## config.mk

```make
export PLATFORM = sky130hd
export DESIGN_NAME = mem_arbiter
export DESIGN_NICKNAME = d
export VERILOG_FILES = /design/src/rtl/cpu_types_pkg.sv /design/src/rtl/mem_arbiter.sv
export SDC_FILE = /design/constraint.sdc
export NUM_CORES = 1
export LEC_CHECK = 0
export CAP_MARGIN = 10
export CORE_AREA = 2 2 103 105
export DETAILED_ROUTE_END_ITERATION = 8
export DIE_AREA = 0 0 105 107
export HOLD_SLACK_MARGIN = 0.15
export MAX_ROUTING_LAYER = met4
export PLACE_DENSITY_LB_ADDON = 0.12
export SLEW_MARGIN = 20
export SYNTH_ARGS = -nofsm -noshare
export SYNTH_HDL_FRONTEND = slang
export SYNTH_SLANG_ARGS = --single-unit
```

## constraint.sdc

```tcl
create_clock -name CLK -period 4.3 [get_ports CLK]
set_input_delay 0.43 -clock CLK [delete_from_list [all_inputs] [get_ports CLK]]
set_output_delay 0.43 -clock CLK [all_outputs]
set_load 0.005 [all_outputs]
```

## src/rtl/cpu_types_pkg.sv

```systemverilog
// rtl/cpu_types_pkg.sv - shared CPU memory types: word, RAM state and arbiter state.
package cpu_types_pkg;

  typedef logic [31:0] word_t;

  typedef enum logic [1:0] {
    FREE   = 2'd0,
    BUSY   = 2'd1,
    ACCESS = 2'd2,
    ERROR  = 2'd3
  } ramstate_t;

  typedef enum logic [1:0] {
    IDLE = 2'd0,
    IGNT = 2'd1,
    DGNT = 2'd2
  } arb_state_t;

  // Data wins unless instruction fetch has been starved for the maximum count.
  function automatic arb_state_t pick_owner(input logic i_req, input logic d_req,
                                            input logic starved);
    if (d_req && !(starved && i_req)) return DGNT;
    else if (i_req) return IGNT;
    return IDLE;
  endfunction

endpackage

```

## src/rtl/mem_arbiter.sv

```systemverilog
// rtl/mem_arbiter.sv - instruction/data arbiter for a single-ported RAM.
module mem_arbiter
  import cpu_types_pkg::*;
#(
  parameter int STARVE_MAX = 4
) (
  input  logic        CLK,
  input  logic        nRST,
  input  logic        iREN,
  input  logic [31:0] iaddr,
  output logic        iwait,
  output logic [31:0] iload,
  input  logic        dREN,
  input  logic        dWEN,
  input  logic [31:0] daddr,
  input  logic [31:0] dstore,
  output logic        dwait,
  output logic [31:0] dload,
  output logic        ramREN,
  output logic        ramWEN,
  output logic [31:0] ramaddr,
  output logic [31:0] ramstore,
  input  logic [31:0] ramload,
  input  logic [1:0]  ramstate,
  output logic        err
);

  localparam int SW = $clog2(STARVE_MAX + 1);
  localparam logic [SW-1:0] STARVE_LIM = SW'(STARVE_MAX);

  arb_state_t    state, next_state;
  logic [SW-1:0] starve_cnt, starve_next;
  ramstate_t     rs;
  logic          d_req, ram_done, done;

  always_comb begin
    rs          = ramstate_t'(ramstate);
    d_req       = dREN | dWEN;
    ram_done    = (rs == ACCESS) || (rs == ERROR);
    done        = 1'b0;
    next_state  = state;
    starve_next = iREN ? starve_cnt : '0;
    ramREN      = 1'b0;
    ramWEN      = 1'b0;
    ramaddr     = '0;
    ramstore    = '0;
    iwait       = iREN;
    dwait       = d_req;
    iload       = '0;
    dload       = '0;

    case (state)
      IDLE: next_state = pick_owner(iREN, d_req, starve_cnt == STARVE_LIM);
      IGNT: begin
        ramREN  = iREN;
        ramaddr = iaddr;
        if (!iREN) begin
          next_state = IDLE;
        end else if (ram_done) begin
          done        = 1'b1;
          iwait       = 1'b0;
          iload       = (rs == ACCESS) ? ramload : '0;
          starve_next = '0;
          next_state  = pick_owner(iREN, d_req, 1'b0);
        end
      end
      DGNT: begin
        ramWEN   = dWEN;
        ramREN   = dREN & ~dWEN;
        ramaddr  = daddr;
        ramstore = dstore;
        if (!d_req) begin
          next_state = IDLE;
        end else if (ram_done) begin
          done  = 1'b1;
          dwait = 1'b0;
          dload = (rs == ACCESS) ? ramload : '0;
          // Back-to-back arbitration must see the count this completion produces.
          if (iREN && starve_cnt != STARVE_LIM) starve_next = starve_cnt + 1'b1;
          next_state = pick_owner(iREN, d_req, starve_next == STARVE_LIM);
        end
      end
      default: next_state = IDLE;
    endcase
  end

  always_ff @(posedge CLK or posedge nRST) begin
    if (nRST) begin
      state      <= IDLE;
      starve_cnt <= '0;
      err        <= 1'b0;
    end else begin
      state      <= next_state;
      starve_cnt <= starve_next;
      if (done && rs == ERROR) err <= 1'b1;
    end
  end

endmodule

```

==> flow_summary_export.csv, run 1 <==
group,metric,value,unit
placed_design,dp.cells,605,
finish,layout.cells.non_filler,608,
sta,fin_crit_sh,67.4,%
clock_tree,cts_root_buf,"clkbuf_8",
clock_tree,ctsResizeCount,0,
sta,fin_crit,2.90,ns
finish,multi_input_area,1270,sq um
worst_setup_path,reg2reg_from,"state[0]$_DFFE_PP0P_",
global_routing,globalRouteOverflowTotal,0,
floorplan,rows,37,
placed_design,post-place-ws,1.56,ns
placed_design,post-dp-hpwl,8.08,mm
logic_synthesis,synth_nets,357,
run_status,status,"finished, final reports clean",
clock_tree,cts_tree,"yes",
flow_run,maxCapViolations,0,
global_routing,grt_pass1_vias,2432,
sta,clock-skew-final,0.000922,ns
logic_synthesis,synth_top_area_cell,"and2_1",
worst_setup_path,critPathTopFamily,"buffers and inverters",
global_routing,grt_pass1_wl,14.0,mm
logic_synthesis,synth_cell_types,31,
worst_setup_path,cp_common_cell,"buf_4",
routing,routed_via_density,4.17,
clock_tree,cts_setup_buffers,0,
worst_setup_path,path_cells,"inv_1 -> ha_1 -> buf_4 -> o21ai_1 -> nor2_1 -> buf_4 -> and2_1 -> clkdlybuf4s50_1",
sta,holdWs,0.428,ns
logic_synthesis,yosysTopAreaCellShare,41.3,%
worst_setup_path,slowest_delay,0.54,ns
routing,drc,0,
floorplan,die_area,11200,sq um
routing,num_vias,2538,
clock_tree,htree_levels,1,
finish,n_fill_cell,1037,
sta,worst_slew_pin_slew,0.426,ns
logic_synthesis,netlist_area,1520,sq um
finish,drive_above_1_share,2.12,%
sta,rsz0062_at_grt,"false",
logic_synthesis,async_flop_share,100,%
worst_setup_path,path_class,"register to output pin",
power,p_leak,1.68,nW
clock_tree,cts_made_buffers,3,
worst_setup_path,crit_buf_inv,4,
sta,setup_viol,0,
placed_design,gp_congestion,0.806,
floorplan,die_w,105,um
clock_tree,clk_pin_slew_worst_paths,0.03,ns
finish,antennaDiodeCount,0,
worst_setup_path,crit_fanout,41,
worst_setup_path,r2r-end,"state[1]$_DFFE_PP0P_",
sta,maxSlewViolCount,0,
sta,finalSetupTns,0,ns
floorplan,pin_count,268,
worst_setup_path,critPathRequiredTime,3.87,ns
finish,most-common-layout-cells,"clkdlybuf4s50_1, and2_1, a22o_1",
finish,mostFrequentLayoutCell,"clkdlybuf4s50_1",
routing,drt-pass1-iter-count,4,
clock_tree,ctsHoldBuffers,0,
sta,fin_ws,1.40,ns
routing,ant_nets,0,
logic_synthesis,yosys_warnings,0,
logic_synthesis,synthFlopType,"dfrtp_1",
placed_design,port_buffers,267,
finish,seq_area,150,sq um
power,powerDensity,281,nW/um^2
logic_synthesis,syn_inst,216,
routing,wl_per_cell,15.7,um
logic_synthesis,ys_seq_elements,6,
clock_tree,cts_sinks,6,
logic_synthesis,avgSynthCellArea,7.02,sq um
floorplan,core_area,10100,sq um
logic_synthesis,synth-edff-count,0,
finish,final_nets,615,
worst_setup_path,endpoint_kind,"output pin",
floorplan,die_y,107,um
global_routing,antenna_found_initial,0,
clock_tree,cts_buffer_depth,2,
sta,hold_viol,0,
logic_synthesis,synth.yosys.seq_area_share,9.90,%
worst_setup_path,critPathSlowestCell,"clkdlybuf4s50_1",
worst_setup_path,r2r_cells,7,
sta,max_freq,0.345,GHz
hold_path,hp-class,"input pin to asynchronous set/reset pin",
worst_setup_path,crit_path_start_kind,"register",
worst_setup_path,r2r_slack,2.31,ns
routing,drtIter0Drc,64,
clock_tree,clk_latency,0.22,ns
global_routing,grtUsageTotal,16.0,%
sta,slew_headroom,70.9,%
finish,final_core_util,43.3,%
power,peakVddDrop,0.000133,V
finish,area_growth,188,%
routing,drt-total-wl,9.55,mm
global_routing,grt_max_degree,42,
logic_synthesis,synthTopCellsByArea,"and2_1, a22o_1, dfrtp_1, ha_1, clkbuf_1",
floorplan,start_util,15.0,%
worst_setup_path,arrival,2.47,ns
power breakdown:
group | total, mW | switching [mW] | internal [mW]
clock network | 0.0820 | 0.0220 | 0.0599
logic | 1.06 | 0.399 | 0.664
registers | 0.0831 | 0.0136 | 0.0695
area by class of cell:
| cell class | count | share of cell area, % |
|---|---|---|
| flip-flops and latches | 6 | 3.44 |
| well taps | 136 | 3.90 |
| multi-input cells | 184 | 29.0 |
| inverters | 7 | 0.602 |
| clock buffers | 3 | 0.946 |
| repair buffers | 272 | 62.1 |
worst reg2reg max path, cell delays in order (launching register included):
cell and delay (ns):
dfrtp_1 0.39, inv_1 0.08, ha_1 0.19, buf_4 0.23
o21ai_1 0.20, a21oi_1 0.18, a2111oi_0 0.47, a22o_1 0.19
routing by layer:
layer	global-route usage (%)	vias up	wire length [um]
li1	-	1255	-
met1	17.1	1157	3570
met2	30.0	122	5060
met3	5.23	4	864
met4	1.33	0	51
met5	-	-	0
how the worst max path moves through the flow:
stage,from,endpoint,slack [ns],cells after the start
floorplan,state[0]$_DFFE_PP0P_,ramaddr[0],2.34,6
CTS,state[0]$_DFFE_PP0P_,dload[29],1.35,8
global route,state[0]$_DFFE_PP0P_,dload[17],1.18,8
global placement,iREN,iload[8],1.55,6
finish,state[0]$_DFFE_PP0P_,dload[29],1.40,8
detailed placement,dWEN,dload[29],1.56,6
through the flow:
step	total power [mW]	area, sq um
final	1.23	4370
after global placement	1.16	4320
after global routing	1.32	4370
after detailed placement	1.16	4320
after CTS	1.25	4370
after floorplan	0.488	1520
synthesized netlist by cell type, types with 2 or more instances:
master	count
nor2_1	4
inv_1	7
o21ai_0	5
a21oi_1	5
a22o_1	34
nand2b_1	2
ha_1	6
clkbuf_1	18
nand2_1	9
dfrtp_1	6
and2_1	100
flip-flops by register name, summed over array words and instances (netlist names):
signal,count
starve_cnt,3
err,1
state,2
cells by family (layout without fill, tap and decap cells):
group / Yosys count / in the layout / share of synthesized area (%)
adders and majority gates: 6 / 6 / 4.95
muxes: 1 / 1 / 0.660
AOI/OAI and AO/OA: 56 / 56 / 30.2
and+or+nand+nor: 121 / 121 / 47.8
DFF: 6 / 6 / 9.90
buffers and inverters: 26 / 282 / 6.52
Note: power is estimated with default switching activity, not from simulation.
==> run 2: changes to the inputs <==
CORE_AREA = 2 2 105 107   (was 2 2 103 105)
DIE_AREA = 0 0 107 109   (was 0 0 105 107)
clock period = 2.9 ns   (was 4.3 ns; I/O delays follow)
==> run 2 against run 1 <==
Cell count rose by 1.2%. Hold slack got worse by 0.14 ns. Core utilization shrank 1.7 points. Clock power rose by 48%.
==> flow_summary_export.csv, run 2 (synthesized netlist as in run 1, its figures left out) <==
group,metric,value,unit
clock_tree,ctsResizeCount,0,
floorplan,start_util,14.3,%
power,switching_share,34.8,%
finish,area_growth,191,%
finish,largest_reg_flops,3,
power,p_int,1.21,mW
finish,top_register,"starve_cnt",
global_routing,grt_pass1_vias,2444,
finish,top_regs,"starve_cnt: 3 flops, state: 2 flops, err: 1 flops",
sta,maxSlewViolCount,0,
clock_tree,cts_made_buffers,3,
finish,stdcell_area,4410,sq um
sta,rsz0062_at_grt,"false",
clock_tree,clk_latency,0.22,ns
power,power.share.sequential,6.6,%
routing,ant_nets,0,
routing,drc,0,
clock_tree,clk_pin_slew_worst_paths,0.03,ns
worst_setup_path,crit_buf_inv,3,
global_routing,globalRouteOverflowTotal,0,
finish,mostFrequentLayoutCell,"clkdlybuf4s50_1",
worst_setup_path,critPathTopFamily,"buffers and inverters",
routing,routed_via_density,4.17,
sta,max_freq,0.386,GHz
finish,drive_above_1_share,2.74,%
power,p_switching,649,uW
floorplan,die_w,107,um
floorplan,core_area,10600,sq um
floorplan,die_y,109,um
worst_setup_path,endpoint_kind,"output pin",
placed_design,dp.cells,612,
routing,drtIter0Drc,103,
worst_setup_path,path_cells,"inv_1 -> ha_1 -> and2_1 -> buf_4 -> a22o_1 -> clkdlybuf4s50_1",
floorplan,rows,38,
sta,clock-skew-final,0.000352,ns
power,p_leak,1.70,nW
flow_run,maxCapViolations,0,
clock_tree,cts_buffer_depth,2,
sta,worst_slew_pin_slew,0.356,ns
clock_tree,cts_tree,"yes",
routing,drt-pass1-iter-count,4,
placed_design,gp_congestion,0.801,
finish,antennaDiodeCount,0,
power,peakVddDrop,0.000240,V
global_routing,grt_max_degree,33,
worst_setup_path,arrival,2.30,ns
power,finalPower,1.86,mW
worst_setup_path,path_class,"register to output pin",
floorplan,die_area,11700,sq um
finish,layout.cells.non_filler,615,
hold_path,hp-class,"input pin to asynchronous set/reset pin",
placed_design,place_area,4360,sq um
sta,setup_viol,0,
worst_setup_path,crit_fanout,32,
worst_setup_path,crit_path_start_kind,"register",
worst_setup_path,critPathRequiredTime,2.61,ns
sta,fin_crit,2.59,ns
clock_tree,ctsHoldBuffers,0,
clock_tree,cts_setup_buffers,0,
sta,hold_viol,0,
power,clkPwrFrac,6.5,%
worst_setup_path,critPathSlowestCell,"clkdlybuf4s50_1",
sta,slew_headroom,75.6,%
sta,fin_crit_sh,89.2,%
power,comb_power_share,87.0,%
sta,finalSetupTns,0,ns
routing,wl_per_cell,15.0,um
clock_tree,cts_sinks,6,
global_routing,antenna_found_initial,0,
global_routing,grt_pass1_wl,12.8,mm
clock_tree,cts_root_buf,"clkbuf_8",
finish,most-common-layout-cells,"clkdlybuf4s50_1, and2_1, a22o_1",
global_routing,grtUsageTotal,14.3,%
placed_design,port_buffers,267,
finish,final_nets,618,
clock_tree,htree_levels,1,
floorplan,pin_count,268,
placed_design,post-dp-hpwl,7.67,mm
routing,drt-total-wl,9.21,mm
routing,num_vias,2566,
run_status,status,"finished, final reports clean",
power,powerDensity,423,nW/um^2
worst_setup_path,slowest_delay,0.53,ns
run 2: changes by cell type in the layout (fill, tap and decap cells not counted), sizes merged:
cell  delta
buf      +3
run 2: metrics by stage:
| step | util [%] | hold WS [ns] | worst slack [ns] |
|---|---|---|---|
| 6_report | 41.6 | 0.288 | 0.312 |
| 5_1_grt | 41.6 | 0.311 | 0.136 |
| 4_1_cts | 41.6 | 0.295 | 0.271 |
| 3_5_place_dp | 41.2 | 0.505 | 0.442 |
| 3_3_place_gp | 41.2 | 0.505 | 0.468 |
| 2_1_floorplan | - | 0.0810 | 1.08 |
run 2: worst paths after layout:
check	from	end	slack [ns]	cells past startpoint
max in group asynchronous	nRST	state[0]$_DFFE_PP0P_	2.42	2
worst max register to register	starve_cnt[0]$_DFF_PP0_	state[1]$_DFFE_PP0P_	1.09	6
min in group CLK	err$_DFFE_PP0P_	err$_DFFE_PP0P_	0.51	1
worst min register to register	err$_DFFE_PP0P_	err$_DFFE_PP0P_	0.51	1
worst min-delay path	nRST	starve_cnt[2]$_DFF_PP0_	0.29	2
worst max-delay path	state[1]$_DFFE_PP0P_	ramaddr[2]	0.31	6
run 2: power by group through the flow:
| stage | combinational, mW | sequential, mW | clock [mW] |
|---|---|---|---|
| after floorplan | 0.604 | 0.119 | 0 |
| after global placement | 1.64 | 0.123 | 0 |
| after detailed placement | 1.64 | 0.124 | 0 |
| after CTS | 1.65 | 0.123 | 0.125 |
| after global routing | 1.75 | 0.126 | 0.131 |
| final | 1.62 | 0.122 | 0.121 |
run 2: cell type report:
type / count / area (sq um)
clock buffers: 3 / 41.3
fillers: 1081 / 6200
inverters: 7 / 26.3
multi-input cells: 184 / 1270
flip-flops and latches: 6 / 150
well taps: 140 / 175
repair buffers: 275 / 2750
run 2: routing by layer:
| layer | global-route usage [%] | up-vias | routed length [um] |
|---|---|---|---|
| met1 | 16.2 | 1132 | 3700 |
| li1 | - | 1264 | - |
| met3 | 3.65 | 8 | 840 |
| met5 | - | - | 0 |
| met2 | 25.9 | 162 | 4580 |
| met4 | 2.41 | 0 | 91 |
run 2: worst reg2reg max path, stage by stage (launching register included):
cell and delay [ns]:
dfrtp_1 0.42, inv_1 0.09, ha_1 0.26, or3b_1 0.40, a31oi_2 0.21, nand4_1 0.12, a22o_1 0.19
==> run 3: changes to the inputs <==
clock period = 2.8 ns   (was 2.9 ns; I/O delays follow)
==> run 3 against run 2 <==
Clock skew is essentially flat. Via count shrank 1.2%. Largest cell class unchanged. Critical path depth is the same. Largest power group unchanged. Non-clock buffer count is the same. Total power grew 2.3%.
==> flow_summary_export.csv, run 3 (synthesized netlist as in run 1, its figures left out) <==
group,metric,value,unit
run_status,status,"finished, final reports clean",
global_routing,grtUsageTotal,14.3,%
global_routing,antenna_found_initial,0,
routing,drtIter0Drc,123,
finish,top_regs,"starve_cnt: 3 flops, state: 2 flops, err: 1 flops",
global_routing,grt_max_degree,33,
sta,finalSetupTns,0,ns
finish,mostFrequentLayoutCell,"clkdlybuf4s50_1",
sta,setup_viol,0,
global_routing,grtUsageMet2,26.3,%
routing,drt-pass1-iter-count,4,
worst_setup_path,critPathSlowestCell,"clkdlybuf4s50_1",
finish,antennaDiodeCount,0,
worst_setup_path,crit_path_start_kind,"register",
clock_tree,htree_levels,1,
sta,holdWs,0.280,ns
worst_setup_path,slowest_delay,0.52,ns
placed_design,gp_congestion,0.791,
clock_tree,ctsHoldBuffers,0,
sta,rsz0062_at_grt,"false",
worst_setup_path,critPathRequiredTime,2.52,ns
worst_setup_path,path_class,"register to output pin",
sta,maxSlewViolCount,0,
clock_tree,ctsResizeCount,0,
finish,area_growth,191,%
sta,fin_crit,2.55,ns
clock_tree,cts_tree,"yes",
global_routing,top_usage_layer,"met2",
routing,drt-total-wl,9.19,mm
finish,n_fill_cell,1063,
clock_tree,cts_made_buffers,3,
power,powerDensity,431,nW/um^2
floorplan,start_util,14.3,%
worst_setup_path,reg2reg_from,"starve_cnt[0]$_DFF_PP0_",
finish,largest_reg_flops,3,
clock_tree,cts_buffer_depth,2,
global_routing,grt_pass1_vias,2420,
finish,drive_above_1_share,2.74,%
flow_run,maxCapViolations,0,
hold_path,hp-class,"input pin to asynchronous set/reset pin",
floorplan,die_w,107,um
placed_design,post-dp-hpwl,7.68,mm
routing,ant_nets,0,
power,peakVddDrop,0.000193,V
routing,wl_per_cell,14.9,um
global_routing,globalRouteOverflowTotal,0,
routing,drc,0,
sta,hold_viol,0,
floorplan,pin_count,268,
finish,top_register,"starve_cnt",
sta,worst_slew_pin_slew,0.357,ns
finish,final_core_util,41.7,%
clock_tree,clk_pin_slew_worst_paths,0.03,ns
power,p_leak,1.70,nW
floorplan,rows,38,
sta,fin_crit_sh,91.2,%
global_routing,use_met3,3.95,%
finish,multi_input_area,1270,sq um
clock_tree,cts_root_buf,"clkbuf_8",
floorplan,core_area,10600,sq um
placed_design,port_buffers,267,
worst_setup_path,crit_fanout,32,
global_routing,grt_pass1_wl,12.8,mm
sta,clock-skew-final,0.000223,ns
clock_tree,cts_sinks,6,
worst_setup_path,crit_start,"state[0]$_DFFE_PP0P_",
clock_tree,cts_setup_buffers,0,
clock_tree,clk_latency,0.22,ns
sta,max_freq,0.392,GHz
finish,final_nets,618,
finish,seq_area,150,sq um
routing,num_vias,2535,
worst_setup_path,endpoint_kind,"output pin",
floorplan,die_area,11700,sq um
worst_setup_path,path_cells,"inv_1 -> ha_1 -> and2_1 -> buf_4 -> a22o_1 -> clkdlybuf4s50_1",
sta,slew_headroom,75.6,%
global_routing,grt_use_met1,15.9,%
routing,routed_via_density,4.12,
finish,most-common-layout-cells,"clkdlybuf4s50_1, and2_1, a22o_1",
worst_setup_path,arrival,2.27,ns
floorplan,die_y,109,um
==> run 3: changes by cell type in the layout (fill, tap and decap cells not counted) <==
cell | previous run | this run
buf_12 | 1 | 2
buf_4 | 7 | 6
==> run 3: path summary, 6_finish.rpt <==
kind / end / slack (ns) / cells after the start
max: ramaddr[10] / 0.25 / 6
min: starve_cnt[0]$_DFF_PP0_ / 0.28 / 2
max reg2reg: state[1]$_DFFE_PP0P_ / 0.96 / 6
min reg2reg: err$_DFFE_PP0P_ / 0.51 / 1
max in group asynchronous: state[0]$_DFFE_PP0P_ / 2.33 / 2
min in group CLK: err$_DFFE_PP0P_ / 0.51 / 1
==> run 3: worst max-delay path, delay by kind of cell (launching register included) <==
kind	cells	cell delay [ns]
AND/OR/NAND/NOR	1	0.15
adder cells (fa/ha/maj)	1	0.39
buffers and inverters	3	0.92
AO/OA/AOI/OAI	1	0.19
flip-flops	1	0.39
==> run 3: per-stage QoR <==
step / setup slack, ns / area [sq um] / power (mW) / std cells
2_1_floorplan: 0.990 / 1520 / 0.749 / 216
3_3_place_gp: 0.409 / 4380 / 1.80 / 612
3_5_place_dp: 0.400 / 4380 / 1.80 / 612
4_1_cts: 0.217 / 4420 / 1.93 / 615
5_1_grt: 0.0546 / 4420 / 2.06 / 615
6_report: 0.247 / 4420 / 1.90 / 615
==> run 3: report_power, final <==
group / internal, mW / switching (mW)
combinational: 1.04 / 0.612
sequential: 0.107 / 0.0200
clock: 0.0921 / 0.0340
==> run 3: cell type report <==
| class | count | share of cell area (%) |
|---|---|---|
| Timing Repair Buffer | 275 | 62.4 |
| Clock buffer | 3 | 0.935 |
| Inverter | 7 | 0.595 |
| Multi-Input combinational cell | 184 | 28.7 |
| Tap cell | 140 | 3.96 |
| Sequential cell | 6 | 3.40 |
==> run 3: metal layers <==
metal | wire [um] | share of wire, % | vias to the layer above
met5 | 0 | 0 | -
met4 | 42 | 0.46 | 0
li1 | - | - | 1266
met1 | 3640 | 40 | 1103
met3 | 911 | 9.9 | 4
met2 | 4600 | 50 | 162
